### config.mk
export PLATFORM = sky130hd
export DESIGN_NAME = clock_period_meter_flat
export DESIGN_NICKNAME = d
export VERILOG_FILES = /design/src/rtl/clock_period_meter_if.sv /design/src/rtl/clock_period_meter.sv /design/src/flat_wrapper.sv
export SDC_FILE = /design/constraint.sdc
export NUM_CORES = 1
export LEC_CHECK = 0
export BUFFER_PORTS_ARGS = -buffer_cell sky130_fd_sc_hd__buf_2
export CAP_MARGIN = 30
export CORE_ASPECT_RATIO = 0.7
export CORE_MARGIN = 1
export CORE_UTILIZATION = 45
export CTS_CLUSTER_DIAMETER = 40
export CTS_CLUSTER_SIZE = 40
export DETAILED_ROUTE_END_ITERATION = 7
export HOLD_SLACK_MARGIN = 0.15
export MAX_ROUTING_LAYER = met4
export PLACE_DENSITY = 0.62
export REMOVE_ABC_BUFFERS = 1
export SYNTH_ARGS = -nofsm -noshare
export SYNTH_HDL_FRONTEND = slang
export SYNTH_SLANG_ARGS = --single-unit
### constraint.sdc
create_clock -name clkin -period 2.7 [get_ports clkin]
set_input_delay 0.27 -clock clkin [delete_from_list [all_inputs] [get_ports clkin]]
set_output_delay 0.27 -clock clkin [all_outputs]
set_load 0.01 [all_outputs]
### src/rtl/clock_period_meter_if.sv
// Control and result bundle of clock_period_meter.
// The master side sets enable/sig_in and reads the results; the slave side is the meter.
interface clock_period_meter_if #(
  parameter int unsigned CNT_W = 32
);
  logic             enable;
  logic             sig_in;
  logic [CNT_W-1:0] period;
  logic [CNT_W-1:0] high_time;
  logic             meas_valid;
  logic             timeout;
  logic             busy;

  modport master (
    output enable,
    output sig_in,
    input  period,
    input  high_time,
    input  meas_valid,
    input  timeout,
    input  busy
  );

  modport slave (
    input  enable,
    input  sig_in,
    output period,
    output high_time,
    output meas_valid,
    output timeout,
    output busy
  );
endinterface

### src/rtl/clock_period_meter.sv
// Measures the period and high time of a slow asynchronous square wave in clkin cycles,
// publishing one result per input period and flagging loss of signal with a sticky timeout.
module clock_period_meter #(
  parameter int unsigned CNT_W     = 32,
  parameter int unsigned MAX_COUNT = 250000000
) (
  input  logic                 clkin,
  input  logic                 rst,
  clock_period_meter_if.slave  bus
);

  localparam logic [CNT_W-1:0] MAX_CNT = CNT_W'(MAX_COUNT);
  localparam logic [CNT_W-1:0] CNT_ONE = CNT_W'(1);

  typedef enum logic [1:0] {
    IDLE      = 2'd0,
    WAIT_LOW  = 2'd1,
    WAIT_RISE = 2'd2,
    MEASURE   = 2'd3
  } state_t;

  state_t           state_q, state_d;
  logic             s0, s1, s_prev;
  logic             rise_c;
  logic [CNT_W-1:0] cnt_q, cnt_d;
  logic [CNT_W-1:0] hcnt_q, hcnt_d;
  logic [CNT_W-1:0] period_q, period_d;
  logic [CNT_W-1:0] high_q, high_d;
  logic             valid_q, valid_d;
  logic             timeout_q, timeout_d;
  logic             busy_q, busy_d;

  // Two-flop synchroniser plus one delayed copy for rising-edge detection
  always_ff @(posedge clkin) begin
    if (rst) begin
      s0     <= 1'b0;
      s1     <= 1'b0;
      s_prev <= 1'b0;
    end else begin
      s0     <= bus.sig_in;
      s1     <= s0;
      s_prev <= s1;
    end
  end

  assign rise_c = s1 & ~s_prev;

  always_ff @(posedge clkin) begin
    if (rst) begin
      state_q   <= IDLE;
      cnt_q     <= '0;
      hcnt_q    <= '0;
      period_q  <= '0;
      high_q    <= '0;
      valid_q   <= 1'b0;
      timeout_q <= 1'b0;
      busy_q    <= 1'b0;
    end else begin
      state_q   <= state_d;
      cnt_q     <= cnt_d;
      hcnt_q    <= hcnt_d;
      period_q  <= period_d;
      high_q    <= high_d;
      valid_q   <= valid_d;
      timeout_q <= timeout_d;
      busy_q    <= busy_d;
    end
  end

  always_comb begin
    state_d   = state_q;
    cnt_d     = cnt_q;
    hcnt_d    = hcnt_q;
    period_d  = period_q;
    high_d    = high_q;
    valid_d   = 1'b0;
    timeout_d = timeout_q;

    if (!bus.enable) begin
      // Dropping enable discards any partial count; published results are kept
      state_d = IDLE;
      cnt_d   = '0;
      hcnt_d  = '0;
    end else begin
      unique case (state_q)
        IDLE: begin
          cnt_d   = '0;
          hcnt_d  = '0;
          state_d = WAIT_LOW;
        end
        WAIT_LOW: begin
          // An input already high at start must go low before an edge can count
          if (!s1) begin
            state_d = WAIT_RISE;
          end
        end
        WAIT_RISE: begin
          if (rise_c) begin
            cnt_d   = CNT_ONE;
            hcnt_d  = CNT_ONE;
            state_d = MEASURE;
          end
        end
        MEASURE: begin
          if (rise_c) begin
            // The rising-edge cycle is the first count of the next period
            period_d  = cnt_q;
            high_d    = hcnt_q;
            valid_d   = 1'b1;
            timeout_d = 1'b0;
            cnt_d     = CNT_ONE;
            hcnt_d    = CNT_ONE;
          end else if (cnt_q == MAX_CNT) begin
            timeout_d = 1'b1;
            cnt_d     = '0;
            hcnt_d    = '0;
            state_d   = WAIT_LOW;
          end else begin
            cnt_d  = cnt_q + CNT_ONE;
            hcnt_d = hcnt_q + CNT_W'(s1);
          end
        end
        default: begin
          state_d = IDLE;
          cnt_d   = '0;
          hcnt_d  = '0;
        end
      endcase
    end

    busy_d = (state_d != IDLE);
  end

  assign bus.period     = period_q;
  assign bus.high_time  = high_q;
  assign bus.meas_valid = valid_q;
  assign bus.timeout    = timeout_q;
  assign bus.busy       = busy_q;

endmodule
### src/flat_wrapper.sv
// flat-port wrapper written by rule: the top's interface ports become plain ports
module clock_period_meter_flat 
#(
  parameter int unsigned CNT_W     = 32,
  parameter int unsigned MAX_COUNT = 250000000
)
  (clkin, rst, bus_enable, bus_sig_in, bus_period, bus_high_time, bus_meas_valid, bus_timeout, bus_busy);
  clock_period_meter_if #(.CNT_W(CNT_W)) bus_i ();
  input  logic clkin;
  input  logic rst;
  input wire logic [$bits(bus_i.enable)-1:0] bus_enable;
  input wire logic [$bits(bus_i.sig_in)-1:0] bus_sig_in;
  output wire logic [$bits(bus_i.period)-1:0] bus_period;
  output wire logic [$bits(bus_i.high_time)-1:0] bus_high_time;
  output wire logic [$bits(bus_i.meas_valid)-1:0] bus_meas_valid;
  output wire logic [$bits(bus_i.timeout)-1:0] bus_timeout;
  output wire logic [$bits(bus_i.busy)-1:0] bus_busy;
  assign bus_i.enable = bus_enable;
  assign bus_i.sig_in = bus_sig_in;
  assign bus_period = bus_i.period;
  assign bus_high_time = bus_i.high_time;
  assign bus_meas_valid = bus_i.meas_valid;
  assign bus_timeout = bus_i.timeout;
  assign bus_busy = bus_i.busy;
  clock_period_meter #(.CNT_W(CNT_W), .MAX_COUNT(MAX_COUNT)) u_core (.clkin(clkin), .rst(rst), .bus(bus_i));
endmodule
# == Yosys cells after proc, flatten, opt, wreduce, memory -nomap -nowiden ==
# Index checks and enable logic that the tools add are counted.
# word_totals
reg_bits,136
in_bits,4
elab_cells,47
# classes
add_sub_neg,2
n_eq_ne,5
mux,16
bitwise,4
n_reduce_logical,9
# op_table
op,n
32-bit case mux with 3 select lines,2
32-bit two-way mux,5
32-bit by 1-bit adder with 32-bit output,1
32-bit by 1-bit adder with 32-bit output (second input constant),1
32-bit by 28-bit == test with 1-bit output (second input constant),1
2-bit two-way mux,5
2-bit case mux with 4 select lines,1
3-bit AND reduction,2
2-bit == test (second input constant),2
2-bit nonzero test,2
1-bit two-way mux,3
1-bit inverter,3
3-bit nonzero test,1
3-bit OR reduction,1
2-bit by 1-bit == test with 1-bit output (second input constant),1
2-bit logical NOT,1
2-bit by 1-bit != test with 1-bit output (second input constant),1
2-bit AND reduction,1
2-bit OR reduction,1
1-bit AND,1

# == Logic depth before layout (Yosys ltp) ==
# logic_depth
depth_word,6
mapped_depth,10

# == Least setup slack after synthesis ==
# OpenSTA, ideal clock, no wires.
# synth_path
path_type,register to register
start,reg u_core.state_q[0]
end,reg u_core.hcnt_q[26]
arrival_time_ns,2.193
t_required_ns,2.630
path_slack_ns,0.437
path_stages_with_launch,10
period_less_slack_ns,2.263
path_cell_list,dfxtp_1 inv_1 ha_1 clkbuf_1 or2_2 clkbuf_1 a21oi_1 nand4_1 or3_1 a21oi_1
# synth_between
elab_chain_len,3
elab_cells_between_ends,7
cone_classes,eq/ne (3); mux (1); reduce/logical (3)
# synth_lines
element,line_no,source
"start, declared",clock_period_meter.sv:22,"state_t state_q, state_d;"
"start signal, assigned",clock_period_meter.sv:59,state_q <= state_d;
2-bit == test / 2-bit logical NOT (equally long branches),clock_period_meter.sv:85,unique case (state_q)
2-bit by 1-bit != test with 1-bit output (no line) / 3-bit nonzero test (equally long branches),n/a,
2-bit AND reduction (no line),n/a,
"end signal, assigned",clock_period_meter.sv:61,hcnt_q <= hcnt_d;
"end, declared",clock_period_meter.sv:26,"logic [CNT_W-1:0] hcnt_q, hcnt_d;"
# Several ways; a longest one is shown, not always the timed one.
# A chain may end at the register's enable or synchronous reset.

# == Worst setup path in the final report ==
# layout_path
start,reg u_core.state_q[0]
end,reg u_core.hcnt_q[31]
# Same word-level chain as after synthesis.

==> summary.log <==
qor: outcome.outcome finished, final reports clean
qor: clock_network.clock_transition_at_path_regs 60 ps
qor: routing.route.detailed.drc 0
qor: clock_network.clock-sinks 136
qor: worst_setup_path.r2r-start u_core.state_q[0]$_SDFF_PP0_
qor: routing.vias_after_detailed_routing 4769
qor: finish.antenna_cells 0
qor: timing.worst_max_slew_pin_slew 715 ps
qor: timing.fin_setup_tns 0 ps
qor: clock_network.tritoncts done
qor: worst_setup_path.path_class flop to flop
qor: synth.syn_area 5590 sq um
qor: finish.nNetsFinal 681
qor: global_route.antenna_found_initial 0
qor: global_route.globalRouteOverflowTotal 0
qor: synth.synthTopCellsByArea dfxtp_1, a22o_1, nor2_1
qor: pwr.power.leakage 0.00248 uW
qor: timing.minimum_period_implied_by_the_final_worst_setup_slack 2540 ps
qor: finish.area_delta_synth_final 20.8%
qor: clock_network.htree_levels 4
qor: floorplan.top_level_port_count 71
qor: timing.max-slew-margin-rel 0.522
qor: global_route.via_count_of_the_first_global_routing_pass 4193
qor: floorplan.rows 33
qor: finish.most_frequent_cells_in_the_layout dfxtp_1, buf_2, nor2_1
qor: worst_setup_path.timing.critical_path.fanout_max 8
qor: routing.total_detailed_routing_wirelength 13700 microns
qor: finish.layout-drive-gt1-share 0.198
qor: worst_setup_path.cp_data_arrival_time 2890 ps
qor: routing.vias_per_cell 5.68
qor: worst_setup_path.cp-startpoint u_core.state_q[0]$_SDFF_PP0_
qor: timing.fin_skew 17.5 ps
qor: timing.maxClockFrequency 394 MHz
qor: synth.ys_ff_latch 136
qor: synth.count_of_synthesis_stage_warnings_from_yosys 0
qor: routing.firstDrtPassIters 5
qor: clock_network.cts_buffer_count 17
qor: routing.detailedRoute.firstIterationViolations 345
qor: run.max_cap_viol_count 0
qor: global_route.grt_max_degree 50
qor: floorplan.die_h 95.3 microns
qor: place.place.port_buffers 70
qor: routing.final_antenna_net_count 0
qor: worst_setup_path.crit_path_end_kind flop
qor: synth.synth-seq-area-share 0.487
qor: synth.post-synth-top-area-cell dfxtp_1
qor: timing.finalSetupViolCount 0
qor: timing.final.hold.worst_slack 312 ps
qor: finish.mostFrequentLayoutCell dfxtp_1
qor: routing.drt-wirelength-per-cell 16.3 microns
qor: timing.rsz0062_at_grt no
qor: worst_setup_path.critPathRequiredTime 3050 ps
qor: clock_network.clk_root_buffer_cell clkbuf_16
qor: pwr.power_per_cell_area 636 nW/um^2
qor: place.detailedPlacementHpwl 9450 microns
qor: global_route.grt_pass1_wl 22400 microns
qor: worst_setup_path.ff2ff_path_depth 7
qor: synth.syn_area_per_cell 9.40 sq um
qor: min_path.hold_path_class input pin to flop
qor: global_route.grt_util_all_layers 0.233
qor: min_path.min-delay-start bus_enable
qor: floorplan.coreArea 11900 sq um
qor: worst_setup_path.setup.worst_path.start_class flop
qor: clock_network.clock_path_buffers 2
qor: floorplan.start_util 0.470
qor: timing.final-hold-violation-count 0
qor: synth.syn_inst 595
qor: timing.final.period_utilization 0.941
qor: clock_network.worstSkewPairLatency 430 ps
qor: finish.layoutNonFillerInstCount 839
qor: floorplan.die-area 12900 sq um
qor: floorplan.die_w 135 microns
qor: timing.final_count_of_pins_violating_max_slew 0
qor: min_path.worstHoldPathCells 4
qor: place.placedCellCount 804
qor: pwr.power.ir.vdd_worst 461 uV
qor: synth.yosys.area.top_type_share 0.487
qor: place.gp_congestion 0.881
qor: synth.count_of_cell_types_in_the_netlist 49
-- critical path: stages, from the launching register on --
cell	delay, ps
dfxtp_1	360
inv_1	90
ha_1	330
or2_2	390
a21oi_1	320
nand4_1	330
or4_1	480
a21oi_1	150
-- area by class of cell --
cell class,instances,area (sq um)
fill,1070,5140
sequential,136,2720
multi-input combinational,408,2680
timing repair buffer,93,543
clock buffer,21,470
tap,157,196
clock inverter,11,97.6
inverter,13,48.8
-- report_power, final --
| part | leakage (uW) | total [uW] | internal (uW) | switching [uW] |
|---|---|---|---|---|
| Combinational | 0.00111 | 63.1 | 18.6 | 44.5 |
| Clock | 0.000271 | 2220 | 1340 | 882 |
| Sequential | 0.00110 | 2010 | 2010 | 2.97 |
| Total | 0.00248 | 4290 | 3360 | 930 |
-- final timing paths --
path                                      to  slack (ps)
max           u_core.hcnt_q[31]$_SDFFE_PP0P_         160
min          u_core.bus.timeout$_SDFFE_PP0P_         310
max reg2reg   u_core.hcnt_q[31]$_SDFFE_PP0P_         160
min reg2reg             u_core.s1$_SDFF_PP0_         440
-- flip-flops by register name, summed over array words and instances (netlist names), 2 cells and up --
register              count
u_core.bus.high_time     32
u_core.cnt_q             32
u_core.bus.period        32
u_core.state_q            2
u_core.hcnt_q            32
-- timing repair --
action / in CTS / in global routing
hold buffers: 3 / 0
endpoints found under the setup margin: 0 / 53
endpoints found under the hold margin: 3 / 0
gates resized for setup: 0 / 1
setup buffers: 0 / 0
-- cell families after synthesis --
kind of cell,Yosys count,share of synthesized area
simple gates,236,0.223
fa+ha+maj,8,0.0179
compound gates,118,0.160
buf+inv,51,0.0389
xor+xnor,43,0.0674
mux,3,0.00537
flops,136,0.487
-- per-layer routing --
layer  routed length (microns)  part of all wire  vias to the layer above  track usage
met5                         0                 0                        -            -
met4                       153             0.011                        0       0.0871
met3                       688             0.050                       11       0.0537
met2                      5690              0.42                      130        0.322
met1                      7150              0.52                     2315        0.326
li1                          -                 -                     2313            -
-- synth_stat cells, drive strengths merged --
cell    instances
a2111o          1
a211o           2
a211oi          1
a21oi          22
a22o           64
a31oi           9
and2            1
and3            5
and3b           1
and4            2
buf            10
clkbuf         28
dfxtp         136
ha              8
inv            13
mux2i           3
nand2          35
nand2b          2
nand3          29
nand3b          2
nand4          26
nor2           65
nor2b           6
nor3           14
nor3b           3
nor4           14
nor4b           6
o21a            1
o21ai          15
o21bai          1
o31ai           2
or2             2
or3             9
or3b            1
or4             9
or4b            2
or4bb           2
xnor2          25
xor2           18
-- through the flow --
stage / utilization / total power, uW / worst slack (ps) / instance area [sq um]
2_1_floorplan: - / 2090 / -3130 / 5420
3_3_place_gp: 0.517 / 2120 / 256 / 6150
3_5_place_dp: 0.517 / 2120 / 135 / 6150
4_1_cts: 0.568 / 4320 / 117 / 6750
5_1_grt: 0.568 / 4430 / 4.17 / 6760
6_report: 0.568 / 4290 / 160 / 6760
Note: power is estimated with default switching activity, not from simulation.
